`src/rtl/sigma_pkg.sv`:
```
`default_nettype none
// ============================================================================
//  Module      : sigma_pkg
//  Description : Shared encodings and helpers for the sigma_np accumulator.
//                MODE and IN_FMT encodings plus the output-width function
//                used to size the two's-complement sum.
//  Revision    : 1.0 - initial release
// ============================================================================
package sigma_pkg;

    // MODE encodings
    localparam int c_mode_block = 0;   // non-overlapping block sum of N samples
    localparam int c_mode_slide = 1;   // moving sum over the last N samples

    // IN_FMT encodings
    localparam int c_fmt_sign_mag  = 0;
    localparam int c_fmt_twos_comp = 1;

    // Width of the sum: N = 2^log2n samples of at most 2^(dw-1) magnitude
    // never exceed a (dw+log2n)-bit two's-complement range.
    function automatic int out_width(input int dw, input int log2n);
        return dw + log2n;
    endfunction

endpackage : sigma_pkg
`default_nettype wire

```
`src/rtl/sigma_np_dly.sv`:
```
`default_nettype none
// ============================================================================
//  Module      : sigma_np_dly
//  Description : N-deep circular sample buffer for the moving-sum mode.
//                rd_data is the slot at the write pointer, i.e. the oldest
//                stored sample, which is overwritten by wr_data on wr_en.
//  Ports       : clk     - clock
//                res     - asynchronous active-low reset
//                clr     - synchronous pointer restart
//                wr_en   - store wr_data and advance the pointer
//                wr_data - DW-bit two's-complement sample
//                rd_data - oldest sample (valid only once N samples written)
//  Revision    : 1.0 - initial release
// ============================================================================
module sigma_np_dly
    import sigma_pkg::*;
#(
    parameter int DW    = 8,
    parameter int LOG2N = 4
) (
    input  logic          clk,
    input  logic          res,
    input  logic          clr,
    input  logic          wr_en,
    input  logic [DW-1:0] wr_data,
    output logic [DW-1:0] rd_data
);

    localparam int N = 1 << LOG2N;

    logic [DW-1:0]    r_mem [N];
    logic [LOG2N-1:0] r_ptr;

    // Pointer wraps naturally at N since N is a power of two.
    always_ff @(posedge clk or negedge res) begin
        if (!res) begin
            r_ptr <= '0;
        end else if (clr) begin
            r_ptr <= '0;
        end else if (wr_en) begin
            r_ptr <= r_ptr + LOG2N'(1);
        end
    end

    // Storage carries no reset; stale contents are masked by the parent
    // until the window has been refilled.
    always_ff @(posedge clk) begin
        if (wr_en && !clr) begin
            r_mem[r_ptr] <= wr_data;
        end
    end

    assign rd_data = r_mem[r_ptr];

endmodule : sigma_np_dly
`default_nettype wire

```
`src/rtl/sigma_np.sv`:
```
`default_nettype none
// ============================================================================
//  Module      : sigma_np
//  Description : Sum of N = 2^LOG2N samples, either as consecutive blocks
//                (MODE=0) or as a moving window (MODE=1). Samples are taken
//                on rising edges of syn_in, converted to two's complement
//                and accumulated at exact width.
//  Ports       : clk      - clock
//                res      - asynchronous active-low reset
//                data_in  - sample (sign-magnitude or two's complement)
//                syn_in   - sample strobe, rising edge significant
//                clr      - synchronous restart of accumulation
//                data_out - two's-complement sum, DW+LOG2N bits
//                syn_out  - one-cycle pulse on each new data_out
//                primed   - moving window holds N valid samples (MODE=1)
//  Revision    : 1.0 - initial release
// ============================================================================
module sigma_np
    import sigma_pkg::*;
#(
    parameter int DW     = 8,
    parameter int LOG2N  = 4,
    parameter int MODE   = c_mode_block,
    parameter int IN_FMT = c_fmt_sign_mag
) (
    input  logic                              clk,
    input  logic                              res,
    input  logic [DW-1:0]                     data_in,
    input  logic                              syn_in,
    input  logic                              clr,
    output logic [out_width(DW, LOG2N)-1:0]   data_out,
    output logic                              syn_out,
    output logic                              primed
);

    localparam int               OW         = out_width(DW, LOG2N);
    localparam logic [LOG2N-1:0] c_cnt_last = '1;

    logic             r_syn_d;
    logic             w_evt;
    logic             r_evt;
    logic [DW-1:0]    w_conv;
    logic [OW-1:0]    r_conv;
    logic [OW-1:0]    r_sum;
    logic [OW-1:0]    w_sum_nxt;
    logic [LOG2N-1:0] r_cnt;
    logic             w_last;

    assign w_evt  = syn_in & ~r_syn_d;
    assign w_last = (r_cnt == c_cnt_last);

    // Any legal sample fits in DW bits of two's complement, including the
    // sign-magnitude range; -0 negates to 0 on its own.
    generate
        if (IN_FMT == c_fmt_twos_comp) begin : g_fmt_tc
            assign w_conv = data_in;
        end else begin : g_fmt_sm
            assign w_conv = data_in[DW-1] ? -{1'b0, data_in[DW-2:0]}
                                          :  {1'b0, data_in[DW-2:0]};
        end
    endgenerate

    // Front end: edge detect and sample capture. History resets to 1 so a
    // strobe held high across reset release is not an event. An event on a
    // clr edge is dropped here.
    always_ff @(posedge clk or negedge res) begin
        if (!res) begin
            r_syn_d <= 1'b1;
            r_evt   <= 1'b0;
            r_conv  <= '0;
        end else begin
            r_syn_d <= syn_in;
            r_evt   <= w_evt & ~clr;
            if (w_evt) begin
                r_conv <= {{LOG2N{w_conv[DW-1]}}, w_conv};
            end
        end
    end

    // Back end runs one cycle after the event. A pending event still
    // produces its output on a clr edge; clr only wipes the state.
    generate
        if (MODE == c_mode_slide) begin : g_slide
            logic [DW-1:0] w_oldest_raw;
            logic [OW-1:0] w_oldest;
            logic          r_primed;

            sigma_np_dly #(
                .DW    (DW),
                .LOG2N (LOG2N)
            ) u_dly (
                .clk     (clk),
                .res     (res),
                .clr     (clr),
                .wr_en   (r_evt),
                .wr_data (r_conv[DW-1:0]),
                .rd_data (w_oldest_raw)
            );

            // Until the window is full, the slot being overwritten has not
            // been written since reset/clr and counts as zero.
            assign w_oldest  = r_primed ? {{LOG2N{w_oldest_raw[DW-1]}}, w_oldest_raw}
                                        : '0;
            assign w_sum_nxt = r_sum + r_conv - w_oldest;
            assign primed    = r_primed;

            always_ff @(posedge clk or negedge res) begin
                if (!res) begin
                    r_sum    <= '0;
                    r_cnt    <= '0;
                    r_primed <= 1'b0;
                    data_out <= '0;
                    syn_out  <= 1'b0;
                end else begin
                    syn_out <= 1'b0;
                    if (r_evt && (r_primed || w_last)) begin
                        data_out <= w_sum_nxt;
                        syn_out  <= 1'b1;
                    end
                    if (clr) begin
                        r_sum    <= '0;
                        r_cnt    <= '0;
                        r_primed <= 1'b0;
                    end else if (r_evt) begin
                        r_sum <= w_sum_nxt;
                        if (!r_primed) begin
                            r_cnt <= r_cnt + LOG2N'(1);
                            if (w_last) begin
                                r_primed <= 1'b1;
                            end
                        end
                    end
                end
            end
        end else begin : g_block
            assign w_sum_nxt = r_sum + r_conv;
            assign primed    = 1'b0;

            always_ff @(posedge clk or negedge res) begin
                if (!res) begin
                    r_sum    <= '0;
                    r_cnt    <= '0;
                    data_out <= '0;
                    syn_out  <= 1'b0;
                end else begin
                    syn_out <= 1'b0;
                    if (r_evt && w_last) begin
                        data_out <= w_sum_nxt;
                        syn_out  <= 1'b1;
                    end
                    if (clr) begin
                        r_sum <= '0;
                        r_cnt <= '0;
                    end else if (r_evt) begin
                        if (w_last) begin
                            r_sum <= '0;
                            r_cnt <= '0;
                        end else begin
                            r_sum <= w_sum_nxt;
                            r_cnt <= r_cnt + LOG2N'(1);
                        end
                    end
                end
            end
        end
    endgenerate

endmodule : sigma_np
`default_nettype wire
```
`config.mk`:
```
export PLATFORM = sky130hd
export DESIGN_NAME = sigma_np
export DESIGN_NICKNAME = d
export VERILOG_FILES = /design/src/rtl/sigma_pkg.sv /design/src/rtl/sigma_np_dly.sv /design/src/rtl/sigma_np.sv
export SDC_FILE = /design/constraint.sdc
export NUM_CORES = 1
export LEC_CHECK = 0
export BUFFER_PORTS_ARGS = -buffer_cell sky130_fd_sc_hd__buf_4
export CORE_ASPECT_RATIO = 0.8
export CORE_MARGIN = 2
export CORE_UTILIZATION = 49
export CTS_CLUSTER_SIZE = 8
export DETAILED_ROUTE_END_ITERATION = 10
export PLACE_DENSITY = 0.69
export RECOVER_POWER = 25
export SLEW_MARGIN = 20
export SYNTH_ARGS = -nofsm -noshare
export SYNTH_HDL_FRONTEND = slang
export SYNTH_SLANG_ARGS = --single-unit
```
`constraint.sdc`:
```
create_clock -name clk -period 3.4 [get_ports clk]
set_input_delay 0.68 -clock clk [delete_from_list [all_inputs] [get_ports clk]]
set_output_delay 0.68 -clock clk [all_outputs]
set_load 0.01 [all_outputs]
```
== Yosys cells after proc, flatten, opt, wreduce, memory -nomap -nowiden ==
Index checks and enable logic that the tools add are counted.
Word-level totals
  output and inout port bits: 14
  word-level logic and storage cells: 25
  input bits: 12
  bits in registers: 39
Operators by class
  eq/ne operators: 1
  $add $sub $neg: 3
  multiplexer cells: 8
  reduce and logical (&&, ||, !) cells: 2
  bitwise operators: 4
Operators by type and width (number)
  $mux 12: 3
  $add 12x12->12: 1
  $mux 4: 3
  $mux 8: 1
  $neg 7->8: 1
  $add 4x1->4 const B: 1
  $eq 4x4->1 const B: 1
  $and 1x1->1: 2
  $not 1->1: 2
  $reduce_bool 2->1: 1
  $logic_and 1x1->1: 1
  $mux 1: 1

== Longest topological paths before layout ==
Gate-level depths: netlist of run 1.
  word-level depth: 4
  mapped depth: 9
  gate-level depth less buffers: 9

== Worst setup path before layout of run 1 ==
Ideal clock, no wire load.
  kind: reg-to-reg
  start: register r_conv[7] (netlist name)
  end: register data_out[11]
  library setup time: 125 ps
  data required time: 3275 ps
  cell stages (with the launch flop): 7
  buffers on the path: 0
  arrival: 1876 ps
  setup slack: 1399 ps
  cells stage by stage: dfrtp_1 > ha_1 > a21oi_1 > o21ai_0 > or2_2 > xor3_1 > mux2_2
Between the ends
  cells in the longest elaborated chain, start to end: 1
Ends and longest elaborated chain
  $add 12x12->12: line sigma_np.sv:136  | assign w_sum_nxt = r_sum + r_conv;
  end signal: assignment: line sigma_np.sv:148  | data_out <= w_sum_nxt;
  end: declaration: line sigma_np.sv:31  | output logic [out_width(DW, LOG2N)-1:0] data_out,
Every way passes these cells.
A chain may end at the register's enable or synchronous reset.

== Final worst setup path of run 1 ==
  start: register r_conv[7] (netlist name)
  end: register data_out[11]
Between the ends
  cells in the longest elaborated chain, start to end: 1
Ends and longest elaborated chain (line)
  $add 12x12->12: sigma_np.sv:136
Every way passes these cells.

==> impl_metrics.toml, run 1 <==
[global_route]
grt_overflow_total = 0
largest_net_degree_at_the_start_of_global_routing = 40
grt_pass1_wl_mm = 6.90
antenna_found_initial = 0
first_global_vias = 1434
grt_util_all_layers = 0.187

[cts]
clock_tree.htree_level_count = 2
cts.clk_slew.worst_paths_ns = 0.08
cts_tree = "yes"
clk_root_buffer_cell = "clkbuf_8"
post_cts_resized = 0
cts-buffers-inserted = 5
worst_skew_pair.late_latency_ns = 0.29
cts_post_setup_buffers_inserted = 0
clk_path_buf_depth = 2
cts_sinks = 39
hold_buffers = 0

[power]
p_per_area_mw_per_mm2 = 444
peakVddDrop_v = 0.000247
post-layout-total-power_uw = 1060
total_leakage_power_uw = 0.00114

[status]
violations = "max-capacitance violations, max-slew violations"
outcome = "finished, violations left"

[timing]
finalCriticalPeriod_ns = 2.26
timing_max_transition_violations_final = 40
fmax_ghz = 0.443
worst-slew-pin-transition_ns = 2.02
unrepaired_setup_endpoints_after_global_routing = "false"
final_setup_skew_ns = 0.00858
max-slew-margin-rel = -0.344
fin_tns_setup_ns = 0
count_of_final_setup_violators = 0
timing.final.hold_violations = 0
final_min_period_over_clock_period = 0.664

[cells_and_area]
antenna_cells = 0
final_design_area_excluding_fillers_mm2 = 0.00239
post_route_cells_drive_above_1_share = 0.150
fin_nets = 265
flow.area_growth_from_synthesis_pct = 16.5
fillers = 405

[yosys]
synth_adder_area_share = 0.0889
syn-cell-area_mm2 = 0.00206
synth-edff-count = 0
largest_family_of_logic_cells_by_synthesized_area = "compound AO/OA/AOI/OAI gates"
synth.yosys.warnings = 0
dominantRegCellSynth = "dfrtp_1"
yosysMostFrequentCell = "nand2_1"
part_of_the_yosys_area_used_for_sequential_elements = 0.475
xor_xnor_fraction_of_synth_area = 0.0797
avgSynthCellArea_um2 = 9.61
ys_types = 38
post_synth_and_or_nand_nor_area_fraction = 0.147
synthesis.nets = 240
synth-compound-area-share = 0.166
postSynthCellCount = 214
synth.mux.area_fraction = 0.0152
synth.top_cells.by_area = "dfrtp_1, o21ai_0, nand2_1"
netlist.area_leader.share = 0.463
ranking_of_synthesized_cells_by_instance_count = "nand2_1, dfrtp_1, o21ai_0, ha_1, xor2_1"
synth_seq_cells = 39
async_reset_ff_frac = 1.00
leading_area_contributor_after_synthesis = "dfrtp_1"

[placement]
place_area_mm2 = 0.00228
gp_congestion = 0.844
place.detailed.hpwl_mm = 2.88
buffer_ports.inserted = 24

[detailed_routing]
first_drt_pass_iteration_count = 4
totalWireLength_mm = 3.93
final_antenna_net_count = 0
routedWlPerCell_um = 13.2
via_count = 1558
drc_errors = 0
avgViaCountPerCell = 5.25
detail_route.iter0.violations = 88

[floorplan]
dieHeight_um = 61.9
start_util = 0.502
chipWidth_um = 76.4
num_io_pins = 26
core.rowCount = 21
floorplan.die_area_mm2 = 0.00473
design.core.area_mm2 = 0.00410

[worst_setup_path]
worstSetupPathType = "reg -> reg"
end_kind = "register"
critical_path_arrival_ns = 2.43
timing.critical_path.from_type = "register"
timing.critical_path.required_ns = 3.58
crit_fanout = 9

[run]
drv.max_cap_violation_count = 1

[min_path]
timing.hold.worst.class = "reg -> reg"
-- stage by stage --
stage	util	setup slack [ns]	hold slack (ns)	std cells
finish	0.584	1.14	0.481	297
global route	0.584	0.815	0.483	297
CTS	0.586	1.14	0.364	297
detailed placement	0.557	1.16	0.471	289
global placement	0.557	1.20	0.462	289
floorplan	-	1.40	0.384	214
-- cell type report --
type	instances	area, um2	area share
Sequential cell	39	977	0.408
Clock inverter	2	35.0	0.0146
Multi-Input combinational cell	162	1030	0.428
Clock buffer	6	82.6	0.0345
Tap cell	57	71.3	0.0298
Timing Repair Buffer	25	180	0.0752
Inverter	6	22.5	0.00940
-- worst paths after layout --
check                      cells past startpoint  slack [ns]   startpoint      endpoint
max                                            6        1.14    r_conv[7]  data_out[11]
min                                            2        0.48  data_out[1]   data_out[1]
max reg2reg                                    6        1.14    r_conv[7]  data_out[11]
min reg2reg                                    2        0.48  data_out[1]   data_out[1]
max in group asynchronous                      1        1.27          res     r_conv[1]
min in group asynchronous                      1        0.95          res      r_cnt[3]
-- cell families after synthesis --
| kind of cell | Yosys count |
|---|---|
| other cells | 1 |
| compound gates | 59 |
| mux | 3 |
| buf+inv | 13 |
| flops | 39 |
| fa+ha+maj | 14 |
| xor+xnor | 17 |
| simple gates | 68 |
-- critical path, stage by stage, from the launching register on --
cell     delay, ns
dfrtp_1       0.54
ha_1          0.45
a21oi_1       0.18
o21ai_0       0.15
or2_2         0.35
xor3_1        0.21
mux2_2        0.27
-- power by group --
| part | switching (uW) | internal [uW] |
|---|---|---|
| Sequential | 20.9 | 486 |
| Clock | 158 | 237 |
| Combinational | 96.4 | 65.6 |
-- placed cells by master (no fill, tap or decap), types with 2 or more instances in the layout --
| cell type | count |
|---|---|
| nor2_1 | 7 |
| nand2_1 | 44 |
| a211oi_1 | 3 |
| xnor2_1 | 5 |
| nand2b_1 | 3 |
| mux2i_1 | 2 |
| clkbuf_1 | 2 |
| nand4_1 | 4 |
| a21oi_1 | 7 |
| buf_4 | 23 |
| xor2_1 | 11 |
| clkbuf_8 | 6 |
| or3_1 | 2 |
| o31ai_1 | 2 |
| ha_1 | 13 |
| inv_1 | 6 |
| dfrtp_1 | 38 |
| o211ai_1 | 3 |
| o21ai_0 | 37 |
-- state kept, by name, summed over array words and instances (netlist names) --
signal	cells
r_evt	1
data_out	12
r_syn_d	1
syn_out	1
r_conv	8
r_cnt	4
r_sum	12
-- layer usage --
layer | GRT usage | vias to the layer above | wire [um]
li1 | - | 787 | -
met5 | 0 | - | 0
met2 | 0.292 | 44 | 1730
met1 | 0.263 | 723 | 1980
met4 | 0.0649 | 0 | 33
met3 | 0.0434 | 4 | 188
(Power assumes the default switching activity.)
==> inputs of run 2 (changes only) <==
--- a/config.mk
+++ b/config.mk
@@ -11,7 +11,7 @@
 export CORE_UTILIZATION = 49
 export CTS_CLUSTER_SIZE = 8
 export DETAILED_ROUTE_END_ITERATION = 10
-export PLACE_DENSITY = 0.69
+export PLACE_DENSITY = 0.72
 export RECOVER_POWER = 25
 export SLEW_MARGIN = 20
 export SYNTH_ARGS = -nofsm -noshare
==> constraint.sdc (replaced) <==
create_clock -name clk -period 1.8 [get_ports clk]
set_input_delay 0.36 -clock clk [delete_from_list [all_inputs] [get_ports clk]]
set_output_delay 0.36 -clock clk [all_outputs]
set_load 0.01 [all_outputs]
==> run 2 against run 1 <==
Against the previous run: the run ends with negative setup slack left; flip-flop and latch count did not move; combinational power rose to 3.0 times the previous value; sequential power rose by 92%; clock power rose by 46%; critical path depth rose by 1; sequential share of layout area fell by 5.8 points; first-iteration DRC count fell by 28%; critical path type unchanged; total power rose by 91%; register-to-register slack got worse by 1.3 ns; die area did not move.
==> impl_metrics.toml, run 2 (synthesized netlist as in run 1, its figures left out) <==
[cells_and_area]
antenna_cells = 0
fillers = 344
instances_no_fill = 324
final_design_area_excluding_fillers_mm2 = 0.00280
fin_nets = 292
flow.area_growth_from_synthesis_pct = 36.2
biggest_registers_after_layout = "data_out (12), r_sum (12), r_conv (8)"
most-common-layout-cells = "buf_4, nand2_1, dfrtp_1"
layout_commonest_cell = "buf_4"
post_route_cells_drive_above_1_share = 0.330

[power]
swShare = 0.293
clock_power_share = 0.284
total_leakage_power_uw = 0.00127
pwr-share-seq = 0.477
share_comb_of_total_power = 0.240
p_per_area_mw_per_mm2 = 728
cell_internal_pwr_uw = 1440
peakVddDrop_v = 0.000359
net-switching-power_uw = 597

[floorplan]
core.rowCount = 21
dieHeight_um = 61.9
num_io_pins = 26
design.core.area_mm2 = 0.00410
start_util = 0.502
chipWidth_um = 76.4
floorplan.die_area_mm2 = 0.00473

[cts]
worst_skew_pair.late_latency_ns = 0.29
cts-buffers-inserted = 5
cts.clk_slew.worst_paths_ns = 0.07
cts_tree = "yes"
cts_sinks = 39
hold_buffers = 0
clk_root_buffer_cell = "clkbuf_8"
clk_path_buf_depth = 2
clock_tree.htree_level_count = 2

[detailed_routing]
final_antenna_net_count = 0
drc_errors = 0
routedWlPerCell_um = 14.1
avgViaCountPerCell = 5.23
detail_route.iter0.violations = 63
via_count = 1695
totalWireLength_mm = 4.56
first_drt_pass_iteration_count = 5

[status]
outcome = "finished, violations left"
violations = "negative setup slack"

[worst_setup_path]
timing.critical_path.required_ns = 1.98
regToRegSetupSlack_ns = -0.20
end_kind = "register"
r2r_cells = 7
crit_fanout = 3
timing.critical_path.from_type = "register"
worst_setup_path_endpoint = "data_out[11]"
critical_path_arrival_ns = 2.18
worstReg2RegEnd = "data_out[11]"
crit-reg2reg-launch = "r_sum[4]"
timing.critical_path.from = "r_sum[4]"
worstSetupPathType = "reg -> reg"

[placement]
buffer_ports.inserted = 24
place_area_mm2 = 0.00256
placement.setup.worst_slack_ns = -0.239
place.detailed.hpwl_mm = 3.28
gp_congestion = 0.875
numPlacedInstances = 309

[timing]
whs_ns = 0.183
fin_tns_setup_ns = -1.04
timing_max_transition_violations_final = 0
count_of_final_setup_violators = 12
unrepaired_setup_endpoints_after_global_routing = "true"
worst-slew-pin-transition_ns = 0.952
worst_slack_ns = -0.203
final_setup_skew_ns = 0.00370
max-slew-margin-rel = 0.365
fmax_ghz = 0.499
finalCriticalPeriod_ns = 2.00
final_min_period_over_clock_period = 1.11
timing.final.hold_violations = 0

[global_route]
grt_util_all_layers = 0.205
first_global_vias = 1614
grt_overflow_total = 0
antenna_found_initial = 0
largest_net_degree_at_the_start_of_global_routing = 40
grt_pass1_wl_mm = 7.32

[run]
drv.max_cap_violation_count = 0

[min_path]
timing.hold.worst.class = "in -> reg"
## run 2: cell count changes in the layout (fill, tap and decap cells not counted), sizes merged
cell    previous run  this run
buf               23        50
bufinv             1         0
clkbuf             8         9
## run 2: timing repair
| item | CTS | global route |
|---|---|---|
| endpoints found under the setup margin | 12 | 13 |
| resized for setup | 15 | 13 |
| pin swaps | 10 | 9 |
| buffers inserted | 2 | 5 |
## run 2: per-stage QoR
step	utilization	total power, uW
final	0.683	2040
after global routing	0.683	2150
after CTS	0.657	1990
after detailed placement	0.625	1400
after global placement	0.625	1380
after floorplan	-	1240
## run 2: power by group through the flow
stage	sequential [uW]	combinational [uW]	clock, uW
after floorplan	977	258	0
after global placement	982	401	0
after detailed placement	984	415	0
after CTS	969	438	585
after global routing	977	542	628
final	971	488	578
## run 2: worst max-delay path, stage by stage, from the launching register on
cell      delay, ns
dfrtp_1        0.41
ha_4           0.29
o211ai_1       0.10
o211a_1        0.23
a211oi_2       0.21
or2_4          0.17
xor3_1         0.22
mux2_4         0.26
## run 2: how the worst min path moves through the flow
stage | from | depth (start not counted) | slack [ns] | endpoint
after detailed placement | res | 1 | 0.36 | data_out[2]
after global placement | res | 1 | 0.36 | data_out[2]
after CTS | res | 1 | 0.04 | data_out[2]
after global routing | syn_in | 1 | 0.17 | r_syn_d
final | syn_in | 1 | 0.18 | r_syn_d
after floorplan | res | 0 | 0.06 | data_out[0]
## run 2: metal layers
metal / routed length (um) / track usage / part of all wire / up-vias
met1: 2090 / 0.256 / 0.46 / 813
met2: 2230 / 0.364 / 0.49 / 36
met5: 0 / 0 / 0 / -
met4: 76 / 0.0935 / 0.017 / 0
met3: 167 / 0.0347 / 0.037 / 7
li1: - / - / - / 839
## run 2: area by class of cell
type,instances,area (um2),area share
multi-input combinational,162,1250,0.445
sequential,39,980,0.350
timing repair buffer,52,395,0.141
clock buffer,7,76.3,0.0273
tap,57,71.3,0.0255
inverter,6,25.0,0.00894
clock inverter,1,5.00,0.00179
==> inputs of run 3 (changes only) <==
--- a/config.mk
+++ b/config.mk
@@ -6,12 +6,14 @@
 export NUM_CORES = 1
 export LEC_CHECK = 0
 export BUFFER_PORTS_ARGS = -buffer_cell sky130_fd_sc_hd__buf_4
+export CELL_PAD_IN_SITES_DETAIL_PLACEMENT = 0
+export CELL_PAD_IN_SITES_GLOBAL_PLACEMENT = 2
 export CORE_ASPECT_RATIO = 0.8
 export CORE_MARGIN = 2
-export CORE_UTILIZATION = 49
+export CORE_UTILIZATION = 32
 export CTS_CLUSTER_SIZE = 8
 export DETAILED_ROUTE_END_ITERATION = 10
-export PLACE_DENSITY = 0.72
+export PLACE_DENSITY_LB_ADDON = 0.1
 export RECOVER_POWER = 25
 export SLEW_MARGIN = 20
 export SYNTH_ARGS = -nofsm -noshare
==> run 3 against run 2 <==
Against the previous run: the flow still finishes with violations (negative setup slack); die area rose by 50%; first-iteration DRC count down 43%; combinational power down 6.1%; largest power group unchanged.
==> impl_metrics.toml, run 3 (synthesized netlist as in run 1, its figures left out) <==
[cells_and_area]
antenna_cells = 0
most-common-layout-cells = "buf_4, nand2_1, dfrtp_1"
fin_nets = 289
layout_commonest_cell = "buf_4"
fillers = 623
post_route_cells_drive_above_1_share = 0.330
flow.area_growth_from_synthesis_pct = 36.1
biggest_registers_after_layout = "data_out (12), r_sum (12), r_conv (8)"

[power]
swShare = 0.301
p_per_area_mw_per_mm2 = 724
net-switching-power_uw = 610
pwr-share-seq = 0.478
total_leakage_power_uw = 0.00126
cell_internal_pwr_uw = 1420
share_comb_of_total_power = 0.226
peakVddDrop_v = 0.000392
clock_power_share = 0.296
post-layout-total-power_uw = 2030

[status]
violations = "negative setup slack"
outcome = "finished, violations left"

[detailed_routing]
drc_errors = 0
final_antenna_net_count = 0
totalWireLength_mm = 4.81
avgViaCountPerCell = 4.70
first_drt_pass_iteration_count = 4
routedWlPerCell_um = 13.8
via_count = 1635
detail_route.iter0.violations = 36

[floorplan]
core.rowCount = 26
num_io_pins = 26
design.core.area_mm2 = 0.00631
chipWidth_um = 93.6
start_util = 0.326
floorplan.die_area_mm2 = 0.00709
dieHeight_um = 75.7

[worst_setup_path]
worstReg2RegEnd = "data_out[11]"
crit_path_max_incr_delay_ns = 0.42
critical_path_arrival_ns = 2.21
worst_path_max_delay_cell = "dfrtp_1"
timing.critical_path.from_type = "register"
crit_fanout = 3
crit-reg2reg-launch = "r_conv[4]"
r2r_cells = 7
crit_path_cell_chain = "ha_4, o211ai_1, o211a_1, a211oi_2, or2_4, xor3_1, mux2_4"
end_kind = "register"
timing.critical_path.required_ns = 1.99
regToRegSetupSlack_ns = -0.22
worstSetupPathType = "reg -> reg"

[timing]
timing.final.hold_violations = 0
timing_max_transition_violations_final = 0
count_of_final_setup_violators = 12
worst_slack_ns = -0.219
unrepaired_setup_endpoints_after_global_routing = "true"
finalCriticalPeriod_ns = 2.02
final_setup_skew_ns = 0.00521
max-slew-margin-rel = 0.329
worst-slew-pin-transition_ns = 1.01
final_min_period_over_clock_period = 1.12
fmax_ghz = 0.495

[cts]
clk_path_buf_depth = 2
cts_tree = "yes"
cts_sinks = 39
cts-buffers-inserted = 5
worst_skew_pair.late_latency_ns = 0.29
hold_buffers = 0
clock_tree.htree_level_count = 2
cts.clk_slew.worst_paths_ns = 0.08
clk_root_buffer_cell = "clkbuf_8"

[global_route]
antenna_found_initial = 0
grt_overflow_total = 0
grt_util_all_layers = 0.151
largest_net_degree_at_the_start_of_global_routing = 40
first_global_vias = 1677
grt_pass1_wl_mm = 8.15

[min_path]
timing.hold.worst_endpoint = "r_syn_d"
min_delay_path_depth = 1
hp-start = "syn_in"
timing.hold.worst.class = "in -> reg"

[placement]
place.detailed.hpwl_mm = 3.53
gp_congestion = 0.805
buffer_ports.inserted = 24
placement.setup.worst_slack_ns = -0.232

[run]
drv.max_cap_violation_count = 0
## run 3: cell types whose count changed in the layout (fill, tap and decap cells not counted), moves of 2 or more
cell and delta:
clkinvlp_4 +2, clkbuf_1 -2, a21oi_2 +2, buf_4 -2, o21ai_2 +2
## run 3: layout make-up
cell class / count / area [um2] / share of cell area
multi-input cells: 162 / 1230 / 0.441
flip-flops and latches: 39 / 978 / 0.350
repair buffers: 49 / 369 / 0.132
well taps: 84 / 105 / 0.0376
clock buffers: 5 / 68.8 / 0.0246
inverters: 6 / 22.5 / 0.00805
clock inverters: 3 / 20.0 / 0.00716
## run 3: power by group through the flow
stage	registers [uW]	logic [uW]	clock network, uW
finish	968	458	601
global route	975	517	666
CTS	970	445	627
detailed placement	985	426	0
global placement	985	419	0
floorplan	977	258	0
## run 3: worst max path at each step
stage / depth (start not counted) / startpoint / to
6_report: 7 / r_conv[4] / data_out[11]
5_1_grt: 7 / r_conv[4] / data_out[11]
4_1_cts: 7 / r_conv[4] / data_out[11]
3_5_place_dp: 7 / r_sum[1] / r_sum[9]
3_3_place_gp: 7 / r_sum[1] / r_sum[9]
2_1_floorplan: 7 / r_sum[1] / data_out[11]
## run 3: timing repair
item,in CTS,in global routing
pin swaps,17,16
setup endpoints to repair,12,16
endpoints found under the hold margin,0,0
resized for setup,15,10
buffers inserted,3,1
## run 3: stage by stage
step	instance area, um2	setup TNS, ns	hold slack, ns	utilization	std cells
after global routing	2800	-3.05	0.156	0.443	348
after global placement	2600	-1.62	0.363	0.413	337
after CTS	2750	-1.38	0.0404	0.435	347
final	2800	-1.24	0.176	0.443	348
after detailed placement	2600	-2.02	0.371	0.413	337
after floorplan	2180	-0.212	0.0644	-	214
## run 3: routing by layer
metal | global-route usage | up-vias | wire length, um | part of all wire
li1 | - | 836 | - | -
met1 | 0.203 | 772 | 2410 | 0.50
met2 | 0.245 | 22 | 2200 | 0.46
met3 | 0.0317 | 5 | 145 | 0.030
met4 | 0.0531 | 0 | 47 | 0.0098
met5 | 0 | - | 0 | 0
## run 3: critical path: cells and delay by family (launching register included)
family,cells,cell delay (ns)
AO/OA/AOI/OAI,3,0.56
AND/OR/NAND/NOR,1,0.18
XOR/XNOR,1,0.21
adder cells (fa/ha/maj),1,0.29
multiplexers,1,0.26
flip-flops,1,0.42
